### config.mk
export PLATFORM = sky130hd
export DESIGN_NAME = bod_monitor
export DESIGN_NICKNAME = d
export VERILOG_FILES = /design/src/rtl/bod_pkg.sv /design/src/rtl/bod_level_fsm.sv /design/src/rtl/bod_monitor.sv
export SDC_FILE = /design/constraint.sdc
export NUM_CORES = 1
export LEC_CHECK = 0
export ABC_AREA = 1
export CORE_ASPECT_RATIO = 1.25
export CORE_UTILIZATION = 25
export DETAILED_ROUTE_END_ITERATION = 12
export PLACE_DENSITY_LB_ADDON = 0.15
export SLEW_MARGIN = 20
export SYNTH_ARGS = -nofsm -noshare
export SYNTH_HDL_FRONTEND = slang
export SYNTH_HIERARCHICAL = 1
export SYNTH_SLANG_ARGS = --single-unit
### constraint.sdc
create_clock -name clk -period 4.4 [get_ports clk]
set_input_delay 1.32 -clock clk [delete_from_list [all_inputs] [get_ports clk]]
set_output_delay 1.32 -clock clk [all_outputs]
set_load 0.05 [all_outputs]
### src/rtl/bod_pkg.sv
// Shared types for the brown-out monitor: per-level debounce state and default sample width.
package bod_pkg;

  localparam int DATA_W_DEF = 20;

  typedef enum logic [1:0] {
    ST_OK           = 2'd0,
    ST_PEND_ASSERT  = 2'd1,
    ST_ACTIVE       = 2'd2,
    ST_PEND_RELEASE = 2'd3
  } bod_state_t;

  // A level counts as asserted while active or while a release is still being debounced.
  function automatic logic is_asserted(bod_state_t s);
    return (s == ST_ACTIVE) || (s == ST_PEND_RELEASE);
  endfunction

endpackage

### src/rtl/bod_level_fsm.sv
// One brown-out level: threshold/hysteresis compare plus debounce FSM.
// Exposes next-cycle status so the top can register its outputs on the same edge.
module bod_level_fsm
  import bod_pkg::*;
#(
  parameter int DATA_W = DATA_W_DEF,
  parameter int DEB_W  = 4
) (
  input  logic              clk,
  input  logic              rst,
  input  logic              sample_valid,
  input  logic [DATA_W-1:0] adc_in,
  input  logic [DATA_W-1:0] thresh,
  input  logic [DATA_W-1:0] hyst,
  input  logic [DEB_W-1:0]  deb_cnt,
  output logic              active_next,
  output logic              assert_event
);

  bod_state_t        state;
  bod_state_t        state_next;
  logic [DEB_W-1:0]  cnt;
  logic [DEB_W-1:0]  cnt_next;
  logic [DEB_W-1:0]  cnt_inc;
  logic [DEB_W-1:0]  deb_eff;
  logic [DATA_W:0]   release_level;
  logic              below;
  logic              above;
  logic              qualify;

  // Sum kept one bit wider so a large hysteresis blocks release instead of wrapping.
  assign release_level = {1'b0, thresh} + {1'b0, hyst};
  assign below         = adc_in < thresh;
  assign above         = {1'b0, adc_in} >= release_level;
  assign deb_eff       = (deb_cnt == {DEB_W{1'b0}}) ? {{(DEB_W-1){1'b0}}, 1'b1} : deb_cnt;
  assign cnt_inc       = (cnt == {DEB_W{1'b1}}) ? cnt : cnt + {{(DEB_W-1){1'b0}}, 1'b1};
  assign qualify       = is_asserted(state) ? above : below;

  always_comb begin
    state_next = state;
    cnt_next   = cnt;
    if (sample_valid) begin
      if (qualify) begin
        if (cnt_inc >= deb_eff) begin
          cnt_next   = {DEB_W{1'b0}};
          state_next = is_asserted(state) ? ST_OK : ST_ACTIVE;
        end else begin
          cnt_next   = cnt_inc;
          state_next = is_asserted(state) ? ST_PEND_RELEASE : ST_PEND_ASSERT;
        end
      end else begin
        cnt_next   = {DEB_W{1'b0}};
        state_next = is_asserted(state) ? ST_ACTIVE : ST_OK;
      end
    end else begin
      state_next = state;
      cnt_next   = cnt;
    end
  end

  assign active_next  = is_asserted(state_next);
  assign assert_event = !is_asserted(state) && (state_next == ST_ACTIVE);

  always_ff @(posedge clk or posedge rst) begin
    if (rst) begin
      state <= ST_OK;
      cnt   <= {DEB_W{1'b0}};
    end else begin
      state <= state_next;
      cnt   <= cnt_next;
    end
  end

endmodule

### src/rtl/bod_monitor.sv
// Multi-level brown-out monitor: per-level debounce FSMs feeding a thermometer-coded
// level vector, sticky event flags and a single-cycle interrupt pulse.
module bod_monitor
  import bod_pkg::*;
#(
  parameter int DATA_W   = DATA_W_DEF,
  parameter int N_LEVELS = 2,
  parameter int DEB_W    = 4
) (
  input  logic                       clk,
  input  logic                       rst,
  input  logic                       sample_valid,
  input  logic [DATA_W-1:0]          adc_in,
  input  logic [N_LEVELS*DATA_W-1:0] thresh,
  input  logic [DATA_W-1:0]          hyst,
  input  logic [DEB_W-1:0]           deb_cnt,
  input  logic [N_LEVELS-1:0]        sticky_clr,
  output logic [N_LEVELS-1:0]        bod_level,
  output logic [N_LEVELS-1:0]        bod_sticky,
  output logic                       bod_irq
);

  logic [N_LEVELS-1:0] active_next;
  logic [N_LEVELS-1:0] assert_event;
  logic [N_LEVELS-1:0] level_thermo;

  for (genvar g = 0; g < N_LEVELS; g++) begin : g_level
    bod_level_fsm #(
      .DATA_W (DATA_W),
      .DEB_W  (DEB_W)
    ) u_fsm (
      .clk          (clk),
      .rst          (rst),
      .sample_valid (sample_valid),
      .adc_in       (adc_in),
      .thresh       (thresh[g*DATA_W +: DATA_W]),
      .hyst         (hyst),
      .deb_cnt      (deb_cnt),
      .active_next  (active_next[g]),
      .assert_event (assert_event[g])
    );
  end

  // A deeper level forces every milder level on, even with misordered thresholds.
  always_comb begin
    level_thermo = active_next;
    for (int i = N_LEVELS - 2; i >= 0; i--) begin
      level_thermo[i] = active_next[i] | level_thermo[i+1];
    end
  end

  always_ff @(posedge clk or posedge rst) begin
    if (rst) begin
      bod_level  <= {N_LEVELS{1'b0}};
      bod_sticky <= {N_LEVELS{1'b0}};
      bod_irq    <= 1'b0;
    end else begin
      bod_level  <= level_thermo;
      bod_sticky <= (bod_sticky & ~sticky_clr) | assert_event;
      bod_irq    <= |assert_event;
    end
  end

endmodule
==> results.tsv <==
metric	value	unit
status	finished, violations left	
violated checks	DRC	
# diodes	0	
most frequent cells in the layout	155 x nand2_1, 107 x inv_1, 105 x ha_1, 91 x buf_4, 61 x clkdlybuf4s50_1	
Arr. time, crit path	4350	ps
Worst Hold Class	register to register	
P_leak	0.003823	uW
initial core utilization	0.2545	
max-slew violations	0	
TritonCTS clock tree	yes	
commonest non-fill, non-tap cell in the layout	nand2_1	
fraction of layout cells with a size suffix above 1	0.2486	
antenna violations before repair	0	
largest net degree at the start of global routing	10	
slew margin rel.	0.6629	
Die Wd	125.4	um
WL met3	262	um
skew final	2.275	ps
register area share after synthesis	0.07882	
Worst Tran Pin Value	504.0	ps
Area growth syn-to-layout	51.47	%
power density over cell area	232.9	nW/um2
Worst setup EP type	register	
Core ar.	18710	um2
DR iter-0 viols	177	
Syn Nets	909	
Worst Setup Start Kind	input port	
Fin Hold WS	467.7	ps
synthesized area per cell	6.902	um2
post-route antenna net violation count	0	
met2 WL	7282	um
RSZ-0062 raised after global routing	yes	
netlist area before placement	4762	um2
max cap viols	0	
DRC Markers	2	
Vias	4946	
vias in the first global route	4983	
fmax	0.2367	GHz
drt total wl	13900	um
Seq cells post-synth	15	
Worst-path clk slew	50	ps
crit path time final	4224	ps
vias per cell	4.444	
Tcrit/Tclk final	0.9600	
number of synthesis warnings	6	
die area	19610	um2
# nets final	1101	
dpl ws	-711.9	ps
CTS max path bufs	2	
Max rail drop VDD	118.7	uV
Ports	94	
drt pass-1 iters	10	
met1 WL	6317	um
I/O Buffers	93	
CTS root buffer	clkbuf_16	
die height	156.3	um
critical path class	input port to register	
setup violators final	0	
Max Used Layer	met4	
post-synth cell types	42	
All-Layer GR Usage	0.1464	
first-pass GRT wire length	23600	um
final hold vios	0	
Data required, critical path	4530	ps
Clk Latency, worst-skew pair	240	ps
worst setup margin	176.0	ps
critical path peak fanout	3	
Rows	56	
total gr overflow	0	
htree depth	1	
Synth Instances	690	
clk sinks	15	
DP Wirelength	12440	um
cts bufs inserted	3	
Placer Congestion	0.8330	
drt wl/cell	12.49	um
==> synthesized netlist by cell type (all sizes together) <==
cell,count,area [um2]
mux2,2,22.52
a31oi,3,25.02
dfrtp,15,375.4
nand3b,4,30.03
o21bai,3,22.52
ha,128,1602
a221oi,1,8.760
fa,2,40.04
a21oi,77,404.2
nor3,5,25.02
inv,114,427.9
nand2,175,706.9
nor2,38,161.4
o211ai,3,27.52
xor2,20,182.7
o21a,1,7.510
o21ai,31,192.7
or2,1,6.260
xnor2,19,166.4
clkinv,2,7.510
a211oi,1,7.510
o311ai,1,8.760
a21o,4,30.03
nand3,27,170.2
a31o,2,17.52
nand4,9,56.30
a21boi,2,30.03
==> per-layer routing <==
metal / vias up / global-route usage
li1: 2675 / -
met1: 2216 / 0.1781
met2: 51 / 0.2913
met3: 4 / 0.005470
met4: 0 / 0.01220
met5: - / 0
==> final timing paths <==
check | slack [ps] | cells past startpoint | startpoint | end
hold / removal | 470 | 2 | bod_sticky[0] | bod_sticky[0]
setup reg to reg | 1580 | 16 | g_level[1].u_fsm/cnt[0] | bod_level[0]
setup / recovery | 180 | 28 | hyst[0] | bod_level[0]
min in group asynchronous | 1340 | 2 | rst | bod_sticky[0]
max in group asynchronous | 2860 | 2 | rst | g_level[1].u_fsm/cnt[3]
hold reg to reg | 470 | 2 | bod_sticky[0] | bod_sticky[0]
==> stage by stage <==
step,TNS [ps],util,area [um2],power (uW),instances
3_3_place_gp,-6632,0.3543,6629,1413,1101
4_1_cts,0,0.3688,6900,1637,1111
3_5_place_dp,-7326,0.3543,6629,1416,1101
5_1_grt,-494.8,0.3856,7213,1882,1113
2_1_floorplan,0,-,4762,971.7,690
6_report,0,0.3856,7213,1680,1113
==> cells by family (layout without fill, tap and decap cells) <==
kind of cell | Yosys count | count (layout) | share of synthesized area
AO/OA/AOI/OAI | 129 | 129 | 0.1642
XOR/XNOR | 39 | 39 | 0.07331
adder cells (fa/ha/maj) | 130 | 130 | 0.3447
buffers and inverters | 116 | 307 | 0.09144
flip-flops | 15 | 15 | 0.07882
multiplexers | 2 | 2 | 0.004729
AND/OR/NAND/NOR | 259 | 259 | 0.2428
==> timing repair <==
item	in CTS	in global routing
setup buffers	6	2
pin swaps	29	58
resized for setup	57	96
setup endpoints to repair	14	14
hold buffers	0	0
==> power by group <==
part / switching, uW / internal, uW / total [uW] / leakage [uW]
logic: 667 / 602 / 1270 / 0.00358
registers: 46.6 / 186 / 233 / 0.000197
clock network: 56.8 / 121 / 178 / 0.0000409
==> area by class of cell <==
cell class | instances | area [um2]
clock buffers | 3 | 75.07
clock inverters | 1 | 5.005
fillers | 1957 | 11490
inverters | 116 | 435.4
multi-input cells | 559 | 4408
flip-flops and latches | 15 | 375.4
well taps | 232 | 290.3
repair buffers | 187 | 1624
==> state kept, by name (all words and copies together), names as in the netlist <==
name and count:
bod_level 2, bod_sticky 2, g_level.u_fsm/state 2, g_level.u_fsm/cnt 8, bod_irq 1
==> critical path, stage by stage <==
cell      delay (ps)
buf_8             80
ha_4             120
inv_2             40
fa_2             390
nand3b_1         180
nand2_2          110
a21boi_4          70
o21ai_4          190
a21oi_2          100
o21ai_1          150
xnor2_1           90
ha_1             330
nand2_2           80
nor2_4            80
nand2_1           50
nor2_1            80
nand2_1           70
nand3_2           70
nand2_1           50
nand2_1           50
nand2_1           50
nand2_1           70
nand3_2           90
nand2_4           70
nand2_2           50
nand2_2           90
nand2_2           50
or2_1            200
Power figures use the tool's default switching activity.
